===== config.mk =====
export PLATFORM = sky130hd
export DESIGN_NAME = spi_flash_rd_arbiter_flat
export DESIGN_NICKNAME = d
export VERILOG_FILES = /design/src/rtl/spi_flash_rd_arbiter_if.sv /design/src/rtl/spi_flash_rd_arbiter.sv /design/src/flat_wrapper.sv
export SDC_FILE = /design/constraint.sdc
export NUM_CORES = 1
export LEC_CHECK = 0
export ABC_AREA = 1
export BUFFER_PORTS_ARGS = -buffer_cell sky130_fd_sc_hd__buf_2
export CELL_PAD_IN_SITES_DETAIL_PLACEMENT = 1
export CELL_PAD_IN_SITES_GLOBAL_PLACEMENT = 1
export CORE_MARGIN = 5
export CORE_UTILIZATION = 31
export DETAILED_ROUTE_END_ITERATION = 16
export GPL_TIMING_DRIVEN = 0
export PLACE_DENSITY_LB_ADDON = 0.1
export SKIP_LAST_GASP = 1
export SLEW_MARGIN = 20
export SYNTH_ARGS = -nofsm -noshare
export SYNTH_HDL_FRONTEND = slang
export SYNTH_SLANG_ARGS = --single-unit

===== constraint.sdc =====
create_clock -name ACLK -period 4.09 [get_ports ACLK]
set_input_delay 0.409 -clock ACLK [delete_from_list [all_inputs] [get_ports ACLK]]
set_output_delay 0.409 -clock ACLK [all_outputs]
set_load 0.03 [all_outputs]

===== src/rtl/spi_flash_rd_arbiter_if.sv =====
// Signal bundle between the two AXI4-Lite read masters, the flash read arbiter and the SPI read engine.
// The slave modport is the arbiter's view; the master modport is the surrounding system's view.
interface spi_flash_rd_arbiter_if #(
  parameter int ADDR_SIZE = 24,
  parameter int DATA_SIZE = 32
);
  logic                 m0_arvalid;
  logic                 m0_arready;
  logic [ADDR_SIZE-1:0] m0_araddr;
  logic                 m0_rvalid;
  logic                 m0_rready;
  logic [DATA_SIZE-1:0] m0_rdata;
  logic [1:0]           m0_rresp;

  logic                 m1_arvalid;
  logic                 m1_arready;
  logic [ADDR_SIZE-1:0] m1_araddr;
  logic                 m1_rvalid;
  logic                 m1_rready;
  logic [DATA_SIZE-1:0] m1_rdata;
  logic [1:0]           m1_rresp;

  logic                 eng_start;
  logic [ADDR_SIZE-1:0] eng_addr;
  logic                 eng_abort;
  logic                 eng_done;
  logic [DATA_SIZE-1:0] eng_rdata;

  modport slave (
    input  m0_arvalid, m0_araddr, m0_rready,
    output m0_arready, m0_rvalid, m0_rdata, m0_rresp,
    input  m1_arvalid, m1_araddr, m1_rready,
    output m1_arready, m1_rvalid, m1_rdata, m1_rresp,
    output eng_start, eng_addr, eng_abort,
    input  eng_done, eng_rdata
  );

  modport master (
    output m0_arvalid, m0_araddr, m0_rready,
    input  m0_arready, m0_rvalid, m0_rdata, m0_rresp,
    output m1_arvalid, m1_araddr, m1_rready,
    input  m1_arready, m1_rvalid, m1_rdata, m1_rresp,
    input  eng_start, eng_addr, eng_abort,
    output eng_done, eng_rdata
  );
endinterface


===== src/rtl/spi_flash_rd_arbiter.sv =====
// Round-robin arbiter sharing one quad-SPI flash read engine between an instruction-fetch
// and a data-load AXI4-Lite read master, with a watchdog that converts a hung engine into SLVERR.
module spi_flash_rd_arbiter #(
  parameter int ADDR_SIZE = 24,
  parameter int DATA_SIZE = 32,
  parameter int TIMEOUT   = 1024
) (
  input logic                 ACLK,
  input logic                 ARESET,
  spi_flash_rd_arbiter_if.slave bus
);

  localparam int                CNT_W    = $clog2(TIMEOUT);
  localparam logic [CNT_W-1:0]  CNT_LAST = CNT_W'(TIMEOUT - 1);
  localparam logic [1:0]        RESP_OKAY   = 2'b00;
  localparam logic [1:0]        RESP_SLVERR = 2'b10;

  typedef enum logic [1:0] {
    IDLE  = 2'd0,
    ISSUE = 2'd1,
    WAIT  = 2'd2,
    RESP  = 2'd3
  } state_t;

  state_t               state_q, state_d;
  logic                 grant_q;
  logic                 last_grant_q;
  logic [ADDR_SIZE-1:0] addr_q;
  logic [CNT_W-1:0]     cnt_q;
  logic [DATA_SIZE-1:0] rdata_q;
  logic [1:0]           rresp_q;

  logic                 sel1;
  logic                 req_any;
  logic                 ar_hs;
  logic                 r_hs;
  logic                 start;
  logic                 abort;
  logic                 cap_ok;

  // Arbitration: a lone requester wins outright; a tie goes to the master not served last.
  always_comb begin
    req_any = bus.m0_arvalid || bus.m1_arvalid;
    sel1    = bus.m1_arvalid && (!bus.m0_arvalid || !last_grant_q);
    ar_hs   = (state_q == IDLE) && !ARESET && req_any;
    r_hs    = (state_q == RESP) && (grant_q ? bus.m1_rready : bus.m0_rready);
  end

  always_comb begin
    state_d = state_q;
    start   = 1'b0;
    abort   = 1'b0;
    cap_ok  = 1'b0;
    unique case (state_q)
      IDLE: begin
        if (ar_hs) state_d = ISSUE;
      end
      ISSUE: begin
        start   = 1'b1;
        state_d = WAIT;
      end
      WAIT: begin
        // A done arriving on the watchdog's last cycle still counts as a good read.
        if (bus.eng_done) begin
          cap_ok  = 1'b1;
          state_d = RESP;
        end else if (cnt_q == CNT_LAST) begin
          abort   = 1'b1;
          state_d = RESP;
        end
      end
      RESP: begin
        if (r_hs) state_d = IDLE;
      end
      default: state_d = IDLE;
    endcase
  end

  always_ff @(posedge ACLK or posedge ARESET) begin
    if (ARESET) state_q <= IDLE;
    else        state_q <= state_d;
  end

  always_ff @(posedge ACLK or posedge ARESET) begin
    if (ARESET) begin
      grant_q      <= 1'b0;
      last_grant_q <= 1'b1;
      addr_q       <= '0;
      cnt_q        <= '0;
      rdata_q      <= '0;
      rresp_q      <= RESP_OKAY;
    end else begin
      if (ar_hs) begin
        grant_q <= sel1;
        addr_q  <= sel1 ? bus.m1_araddr : bus.m0_araddr;
      end
      if (start)                 cnt_q <= '0;
      else if (state_q == WAIT)  cnt_q <= cnt_q + CNT_W'(1);
      if (cap_ok) begin
        rdata_q <= bus.eng_rdata;
        rresp_q <= RESP_OKAY;
      end else if (abort) begin
        rdata_q <= '0;
        rresp_q <= RESP_SLVERR;
      end
      if (r_hs) last_grant_q <= grant_q;
    end
  end

  // Output drive: only the granted master ever sees rvalid; arready is forced low while in reset.
  assign bus.m0_arready = ar_hs && !sel1;
  assign bus.m1_arready = ar_hs &&  sel1;
  assign bus.m0_rvalid  = (state_q == RESP) && !grant_q;
  assign bus.m1_rvalid  = (state_q == RESP) &&  grant_q;
  assign bus.m0_rdata   = rdata_q;
  assign bus.m1_rdata   = rdata_q;
  assign bus.m0_rresp   = rresp_q;
  assign bus.m1_rresp   = rresp_q;
  assign bus.eng_start  = start;
  assign bus.eng_addr   = addr_q;
  assign bus.eng_abort  = abort;

  a_one_arready: assert property (@(posedge ACLK) disable iff (ARESET)
    !(bus.m0_arready && bus.m1_arready));
  a_start_abort_excl: assert property (@(posedge ACLK) disable iff (ARESET)
    !(bus.eng_start && bus.eng_abort));

endmodule


===== src/flat_wrapper.sv =====
// flat-port wrapper written by rule: the top's interface ports become plain ports
module spi_flash_rd_arbiter_flat 
#(
  parameter int ADDR_SIZE = 24,
  parameter int DATA_SIZE = 32,
  parameter int TIMEOUT   = 1024
)
  (ACLK, ARESET, bus_m0_arvalid, bus_m0_araddr, bus_m0_rready, bus_m0_arready, bus_m0_rvalid, bus_m0_rdata, bus_m0_rresp, bus_m1_arvalid, bus_m1_araddr, bus_m1_rready, bus_m1_arready, bus_m1_rvalid, bus_m1_rdata, bus_m1_rresp, bus_eng_start, bus_eng_addr, bus_eng_abort, bus_eng_done, bus_eng_rdata);
  spi_flash_rd_arbiter_if #(.ADDR_SIZE(ADDR_SIZE), .DATA_SIZE(DATA_SIZE)) bus_i ();
  input logic ACLK;
  input logic ARESET;
  input wire logic [$bits(bus_i.m0_arvalid)-1:0] bus_m0_arvalid;
  input wire logic [$bits(bus_i.m0_araddr)-1:0] bus_m0_araddr;
  input wire logic [$bits(bus_i.m0_rready)-1:0] bus_m0_rready;
  output wire logic [$bits(bus_i.m0_arready)-1:0] bus_m0_arready;
  output wire logic [$bits(bus_i.m0_rvalid)-1:0] bus_m0_rvalid;
  output wire logic [$bits(bus_i.m0_rdata)-1:0] bus_m0_rdata;
  output wire logic [$bits(bus_i.m0_rresp)-1:0] bus_m0_rresp;
  input wire logic [$bits(bus_i.m1_arvalid)-1:0] bus_m1_arvalid;
  input wire logic [$bits(bus_i.m1_araddr)-1:0] bus_m1_araddr;
  input wire logic [$bits(bus_i.m1_rready)-1:0] bus_m1_rready;
  output wire logic [$bits(bus_i.m1_arready)-1:0] bus_m1_arready;
  output wire logic [$bits(bus_i.m1_rvalid)-1:0] bus_m1_rvalid;
  output wire logic [$bits(bus_i.m1_rdata)-1:0] bus_m1_rdata;
  output wire logic [$bits(bus_i.m1_rresp)-1:0] bus_m1_rresp;
  output wire logic [$bits(bus_i.eng_start)-1:0] bus_eng_start;
  output wire logic [$bits(bus_i.eng_addr)-1:0] bus_eng_addr;
  output wire logic [$bits(bus_i.eng_abort)-1:0] bus_eng_abort;
  input wire logic [$bits(bus_i.eng_done)-1:0] bus_eng_done;
  input wire logic [$bits(bus_i.eng_rdata)-1:0] bus_eng_rdata;
  assign bus_i.m0_arvalid = bus_m0_arvalid;
  assign bus_i.m0_araddr = bus_m0_araddr;
  assign bus_i.m0_rready = bus_m0_rready;
  assign bus_m0_arready = bus_i.m0_arready;
  assign bus_m0_rvalid = bus_i.m0_rvalid;
  assign bus_m0_rdata = bus_i.m0_rdata;
  assign bus_m0_rresp = bus_i.m0_rresp;
  assign bus_i.m1_arvalid = bus_m1_arvalid;
  assign bus_i.m1_araddr = bus_m1_araddr;
  assign bus_i.m1_rready = bus_m1_rready;
  assign bus_m1_arready = bus_i.m1_arready;
  assign bus_m1_rvalid = bus_i.m1_rvalid;
  assign bus_m1_rdata = bus_i.m1_rdata;
  assign bus_m1_rresp = bus_i.m1_rresp;
  assign bus_eng_start = bus_i.eng_start;
  assign bus_eng_addr = bus_i.eng_addr;
  assign bus_eng_abort = bus_i.eng_abort;
  assign bus_i.eng_done = bus_eng_done;
  assign bus_i.eng_rdata = bus_eng_rdata;
  spi_flash_rd_arbiter #(.ADDR_SIZE(ADDR_SIZE), .DATA_SIZE(DATA_SIZE), .TIMEOUT(TIMEOUT)) u_core (.ACLK(ACLK), .ARESET(ARESET), .bus(bus_i));
endmodule

After elaboration in Yosys (flattened, before gate mapping) --
Cells that the tools add are included.
Cells by class: $add $sub $neg 1, multipliers 0, divide/modulo/power cells 0, order comparisons 0, equality and inequality tests 7, shift operators 0, muxes and demuxes 19, bitwise operators 0, reduce and logical (&&, ||, !) cells 19
Operator list (count):
- $mux W32 | 2
- $mux W24 | 1
- $mux W10 | 2
- $mux W2 | 6
- $add A10 B1 Y10 const B | 1
- $eq A10 B10 Y1 const B | 1
- $logic_and A1 B1 Y1 | 8
- $pmux W2 S4 | 1
- $mux W1 | 7
- $logic_not A1 Y1 | 5
- $eq A2 B2 Y1 const B | 2
- $ne A2 B1 Y1 const B | 2
- $reduce_bool A2 Y1 | 2
- $ne A3 B2 Y1 const B | 1
- $reduce_and A3 Y1 | 1
- $eq A2 B1 Y1 const B | 1
- $logic_not A2 Y1 | 1
- $logic_or A1 B1 Y1 | 2
Word-level totals: bits in registers 72, latch bits 0, memory bits (writable) 0, bits in read-only memories 0, output and inout bits 98, memories 0

Depth between registers and ports, before layout --
Gate-level depths: netlist of run 1.
depth after elaboration 6, depth in mapped cells 9, depth with buffers taken out 8

Least setup slack after synthesis of run 1 --
OpenSTA, ideal clock, no wires.
path kind input port to output port, start point input port ARESET, end point output port bus_m0_arready, arrival time 2774 ps, data required time 3681 ps, slack 907 ps, stages 4, path buffers 1, path through inv_1 > nand3_4 > a21oi_4 > buf_6
Between the ends: longest elaborated chain between the ends 4
Ends and longest elaborated chain:
- start, declared | line flat_wrapper.sv:11 | input logic ARESET;
- $logic_not A1 Y1 | line spi_flash_rd_arbiter.sv:45 | ar_hs = (state_q == IDLE) && !ARESET && req_any;
- $logic_and A1 B1 Y1 (2 in a row) | line spi_flash_rd_arbiter.sv:45
- $logic_and A1 B1 Y1 | line spi_flash_rd_arbiter.sv:111 | assign bus.m0_arready = ar_hs && !sel1;
- end, declared | line flat_wrapper.sv:15 | output wire logic [$bits(bus_i.m0_arready)-1:0] bus_m0_arready;
No other way between the ends.

Worst setup path in the final report of run 1 --
Ends and elaborated chain as after synthesis.

==> results of run 1 <==
-- cell type report --
type	instances	area, um^2	share of cell area (%)
Clock buffer	10	229	4.65
Tap cell	140	175	3.56
Antenna cell	1	2.50	0.0508
Multi-Input combinational cell	284	1280	25.9
Buffer	51	350	7.11
Timing Repair Buffer	183	938	19.1
Sequential cell	71	1780	36.1
Clock inverter	6	85.1	1.73
Inverter	23	88.8	1.80
-- per-stage QoR --
step           power (mW)  hold WS [ps]  instance area (um^2)
6_report             4.27          39.0                  4920
5_1_grt              4.57          54.8                  4920
4_1_cts              4.35          39.6                  4920
3_5_place_dp         3.49           394                  4610
3_3_place_gp         3.42           474                  4580
2_1_floorplan        2.79           472                  3490
-- flip-flops by register name (all words and copies together) (netlist names) --
name	flops
u_core.bus.m0_rresp	1
u_core.state_q	2
u_core.last_grant_q	1
u_core.grant_q	1
u_core.cnt_q	10
u_core.bus.m0_rdata	32
u_core.bus.eng_addr	24
-- routing by layer --
metal  up-vias  global-route usage (%)  routed length (um)
met1      1608                    19.5                4450
met5         -                       0                   0
met2       101                    29.3                5790
met4         0                    2.63                  61
met3         4                    6.68                 898
li1       1695                       -                   -
-- power by group --
| part | leakage (nW) | internal, mW | switching [mW] | total (mW) |
|---|---|---|---|---|
| combinational | 1.82 | 0.729 | 1.49 | 2.21 |
| clock | 0.148 | 0.532 | 0.301 | 0.833 |
| sequential | 0.897 | 1.00 | 0.219 | 1.22 |
-- Yosys cell counts (all sizes together) --
cell type	count
mux2i	1
clkbuf	8
nand2	173
nand4	2
o21a	1
a21oi	6
dfrtp	70
nand3	64
conb	1
ha	6
and3	1
buf	43
dfstp	1
nor2	19
inv	23
o21ai	3
or2	2
nor3	4
-- cell families after synthesis --
logic type               synth area share (%)
buffers and inverters                    12.5
AND/OR/NAND/NOR                          32.1
adder cells (fa/ha/maj)                  2.15
other                                   0.108
AO/OA/AOI/OAI                            1.83
multiplexers                            0.287
flip-flops                               51.0
-- worst max path at each step --
stage	from	end	slack (ps)
finish	ARESET	bus_m0_arready	1670
global route	ARESET	bus_m0_arready	1480
CTS	ARESET	bus_m0_arready	1590
detailed placement	ARESET	bus_m0_arready	1610
global placement	ARESET	bus_m0_arready	-460
floorplan	ARESET	bus_m0_arready	910
==> out/results.ini, run 1 <==
[critical_path]
wp_depth = 7
worst_r2r_endpoint = u_core.bus.m0_rdata[27]
kind_of_end_point_of_the_critical_path = output pin
critPathLaunchType = input port
r2r_cells = 7
rr_startpoint = u_core.state_q[0]
cp.buffers_inverters = 5
cp_data_required_time_ps = 3680
worst-r2r-setup-slack_ps = 2270
worst_ep_arrival_time_ps = 2020
crit_path_cell_trace = buf_2, inv_4, buf_16, nand3_4, a21oi_4, buf_6, buf_2
cpPeakStageDelay_ps = 310
crit_type = in -> out
critical_path.slowest_cell = sky130_fd_sc_hd__a21oi_4
worstPathMaxFanout = 52
path_common_cell = sky130_fd_sc_hd__buf_2
cell_class_contributing_the_biggest_share_of_worst_path_delay = buffers and inverters

[yosys]
synth_cell_type_count = 25
avgSynthCellArea_um2 = 8.15
post-synth-top-area-cell = sky130_fd_sc_hd__dfrtp_1
synth.yosys.seq_area_share_pct = 51.0
yosys_register_bits = 71
synth.cell_area_um2 = 3490
synth.top_cells.by_area = sky130_fd_sc_hd__dfrtp_1, sky130_fd_sc_hd__nand2_1, sky130_fd_sc_hd__nand3_1
yosysWarningCount = 0
syn-instance-count = 428
top_cell_type_s_share_of_synthesized_area_pct = 50.2

[final_layout]
final_cell_count_without_fillers = 769
fin_nets = 716
layout_common_cells = sky130_fd_sc_hd__buf_2, sky130_fd_sc_hd__nand2_1, sky130_fd_sc_hd__dfrtp_1, sky130_fd_sc_hd__nand3_1, sky130_fd_sc_hd__buf_4
layout-area-overhead-vs-synth_pct = 41.2
final.fill_count = 1405
layout_commonest_cell = sky130_fd_sc_hd__buf_2
drive_gt1_share_pct = 39.8
final_core_util_pct = 45.0

[status]
outcome = complete, no violations

[floorplan]
initial_standard_cell_utilization_of_the_core_pct = 31.9
chipWidth_um = 116
core.rowCount = 38
die-area_um2 = 13500
area_inside_the_core_boundary_um2 = 10900
die_height_um = 116
ioPinCount = 185

[clocking]
cts-htree-levels = 3
number_of_buffers_created_by_cts = 9
cts.root.buffer_cell = sky130_fd_sc_hd__clkbuf_16
worst_skew_pair.late_latency_ps = 320
ctsResizeCount = 0
cts_tree = done
cts_sink_count = 71
clk_transition_reported_paths_ps = 60
ctsLongestPathBuffers = 2
count_of_buffers_added_by_post_cts_timing_repair_for_setup = 0
cts.hold.buffers_added = 0

[routing]
initialDrtViolationCount = 93
route.antenna.remaining_nets = 0
via_count = 3408
drt-total-wl_um = 11200
detailed_route_vias_per_instance = 4.43
detail_route.first_pass.iterations = 4
routed_wire_length_per_instance_um = 14.6
detail_route.drc_violations = 0

[power]
cellPowerDensity_nw_per_um2 = 867
total_leakage_power_nw = 2.86
irDropWorstVdd_mv = 0.349

[place]
post-place-cells = 752
final_hpwl_from_detailed_placement_um = 8860
gp_congestion = 0.743
dp_worst_setup_slack_ps = 1610
buffer_ports.inserted = 182

[timing]
report.final.hold_viol_count = 0
max_clock_freq_mhz = 412
finalSetupViolations = 0
final_max_slew_viol_count = 0
setup_slack_ps = 1670
final.min_clock_period_ps = 2420
grt_setup_unrepaired = false
finalClockSkew_ps = 8.15
timing.setup.tns_ps = 0
layout_worst_path_cycle_share_pct = 59.3

[global_routing]
grt_first_pass_wirelength_um = 17900
pin_count_of_the_biggest_net_entering_global_routing = 53
grt_pass1_vias = 3612
antenna_found_initial = 1
grt-ovfl-total = 0
track_usage_pct = 16.6

[run]
maxCapViolations = 0

[hold_path]
min-delay-path-class = in -> async

(Power assumes the default switching activity.)
==> inputs of run 2 (changes only) <==
Clock period 4.09 ns to 2.25 ns, I/O delays scaled along.
==> out/results.ini, run 2 (synthesis results as in run 1) <==
[place]
buffer_ports.inserted = 182
final_hpwl_from_detailed_placement_um = 9000
post-place-cells = 754
dp_worst_setup_slack_ps = 107
gp_congestion = 0.755

[clocking]
ctsLongestPathBuffers = 2
worst_skew_pair.late_latency_ps = 320
cts_tree = done
cts-htree-levels = 3
number_of_buffers_created_by_cts = 9
cts.root.buffer_cell = sky130_fd_sc_hd__clkbuf_16
clk_transition_reported_paths_ps = 60
cts_sink_count = 71

[timing]
finalClockSkew_ps = 8.13
report.final.hold_viol_count = 0
setup_slack_ps = 132
worst_slew_pin_slew_ps = 762
layout_worst_path_cycle_share_pct = 94.2
final.min_clock_period_ps = 2120
final_max_slew_viol_count = 0
max_clock_freq_mhz = 472
finalSetupViolations = 0
max_slew_margin_vs_limit_pct = 49.0
grt_setup_unrepaired = false

[routing]
drt-total-wl_um = 11100
routed_wire_length_per_instance_um = 14.3
detail_route.first_pass.iterations = 4
detailed_route_vias_per_instance = 4.48
detail_route.drc_violations = 0
initialDrtViolationCount = 117
route.antenna.remaining_nets = 0
via_count = 3486

[power]
cellPowerDensity_nw_per_um2 = 1510
total_leakage_power_nw = 2.90
irDropWorstVdd_mv = 0.674

[floorplan]
chipWidth_um = 116
area_inside_the_core_boundary_um2 = 10900
initial_standard_cell_utilization_of_the_core_pct = 31.9
ioPinCount = 185
core.rowCount = 38
die-area_um2 = 13500
die_height_um = 116

[final_layout]
drive_gt1_share_pct = 40.3
register_area_um2 = 1780
layout-area-overhead-vs-synth_pct = 42.9
largest_register_ff_count = 32
layout_common_cells = sky130_fd_sc_hd__buf_2, sky130_fd_sc_hd__nand2_1, sky130_fd_sc_hd__dfrtp_1, sky130_fd_sc_hd__nand3_1, sky130_fd_sc_hd__buf_4
multi_input_area_um2 = 1280
layout_commonest_cell = sky130_fd_sc_hd__buf_2
fin_nets = 726
final_core_util_pct = 45.6
num_antenna_cells = 0
final.fill_count = 1396
final_cell_count_without_fillers = 778

[global_routing]
track_usage_pct = 16.8
pin_count_of_the_biggest_net_entering_global_routing = 26
antenna_found_initial = 0
grt_first_pass_wirelength_um = 17900
grt_pass1_vias = 3647
grt-ovfl-total = 0

[critical_path]
worst-r2r-setup-slack_ps = 510
worst_r2r_endpoint = u_core.bus.m0_rdata[20]
cp_data_required_time_ps = 2030
kind_of_end_point_of_the_critical_path = output pin
rr_startpoint = u_core.state_q[0]
crit_type = reg -> out
worst_ep_arrival_time_ps = 1890
r2r_cells = 7
worstPathMaxFanout = 10
critPathLaunchType = flip-flop

[hold_path]
min-delay-path-class = in -> async

[status]
outcome = complete, no violations

[run]
maxCapViolations = 0

## run 2: cell types whose count changed in the layout (fill, tap and decap cells not counted), sizes merged
| cell | previous run | this run |
|---|---|---|
| clkbuf | 18 | 20 |
| inv | 23 | 22 |
| bufinv | 2 | 0 |
| buf | 226 | 234 |
| diode | 1 | 0 |
| clkinv | 2 | 3 |
| dlygate4sd3 | 0 | 2 |
## run 2: critical path, stage by stage, from the launching register on
cell	delay, ps
sky130_fd_sc_hd__dfrtp_1	420
sky130_fd_sc_hd__inv_1	120
sky130_fd_sc_hd__ha_1	220
sky130_fd_sc_hd__nand3_4	180
sky130_fd_sc_hd__nor2_4	210
sky130_fd_sc_hd__buf_4	200
sky130_fd_sc_hd__buf_2	210
## run 2: worst max path at each step
stage,endpoint,start,depth (start not counted),slack [ps]
floorplan,u_core.grant_q,ARESET,4,50
global placement,bus_m1_arready,ARESET,6,-980
detailed placement,bus_m0_arready,ARESET,8,110
CTS,bus_eng_abort,u_core.state_q[0],8,10
global route,bus_m1_arready,u_core.state_q[0],6,10
finish,bus_m1_arready,u_core.state_q[0],6,130
## run 2: per-layer routing
layer | GRT usage, % | vias to the layer above | part of all wire [%] | routed length [um]
met5 | 0 | - | 0 | 0
met1 | 20.1 | 1658 | 39 | 4310
met3 | 5.12 | 8 | 8.3 | 922
met2 | 29.7 | 106 | 52 | 5790
met4 | 3.71 | 0 | 0.77 | 86
li1 | - | 1714 | - | -
## run 2: power breakdown
part | switching, mW | internal (mW) | leakage [nW]
clock | 0.521 | 0.742 | 0.126
combinational | 2.69 | 1.35 | 1.88
sequential | 0.387 | 1.82 | 0.897
## run 2: stage by stage
| stage | instance area (um^2) | power (mW) | hold WS (ps) | TNS, ps |
|---|---|---|---|---|
| final | 4990 | 7.52 | 60.1 | 0 |
| after global placement | 4580 | 6.21 | 428 | -25990 |
| after CTS | 4940 | 7.63 | 61.0 | 0 |
| after detailed placement | 4660 | 6.33 | 223 | 0 |
| after global routing | 4990 | 8.06 | 75.9 | 0 |
| after floorplan | 3500 | 5.08 | 342 | 0 |
## run 2: final cells by class
class	count	area share [%]
clock buffers	12	4.74
well taps	140	3.51
multi-input cells	284	25.7
inverters	23	1.81
flip-flops and latches	71	35.7
repair buffers	193	21.1
plain buffers	51	7.08
clock inverters	4	0.452
## run 2: repair_timing
action                     CTS  global route
pin swaps                    1             2
hold endpoints to repair    12             0
gates resized for setup      1             1
setup endpoints to repair    1             3
hold buffers                 2             0
gates cloned                 0             0
setup buffers                0             6
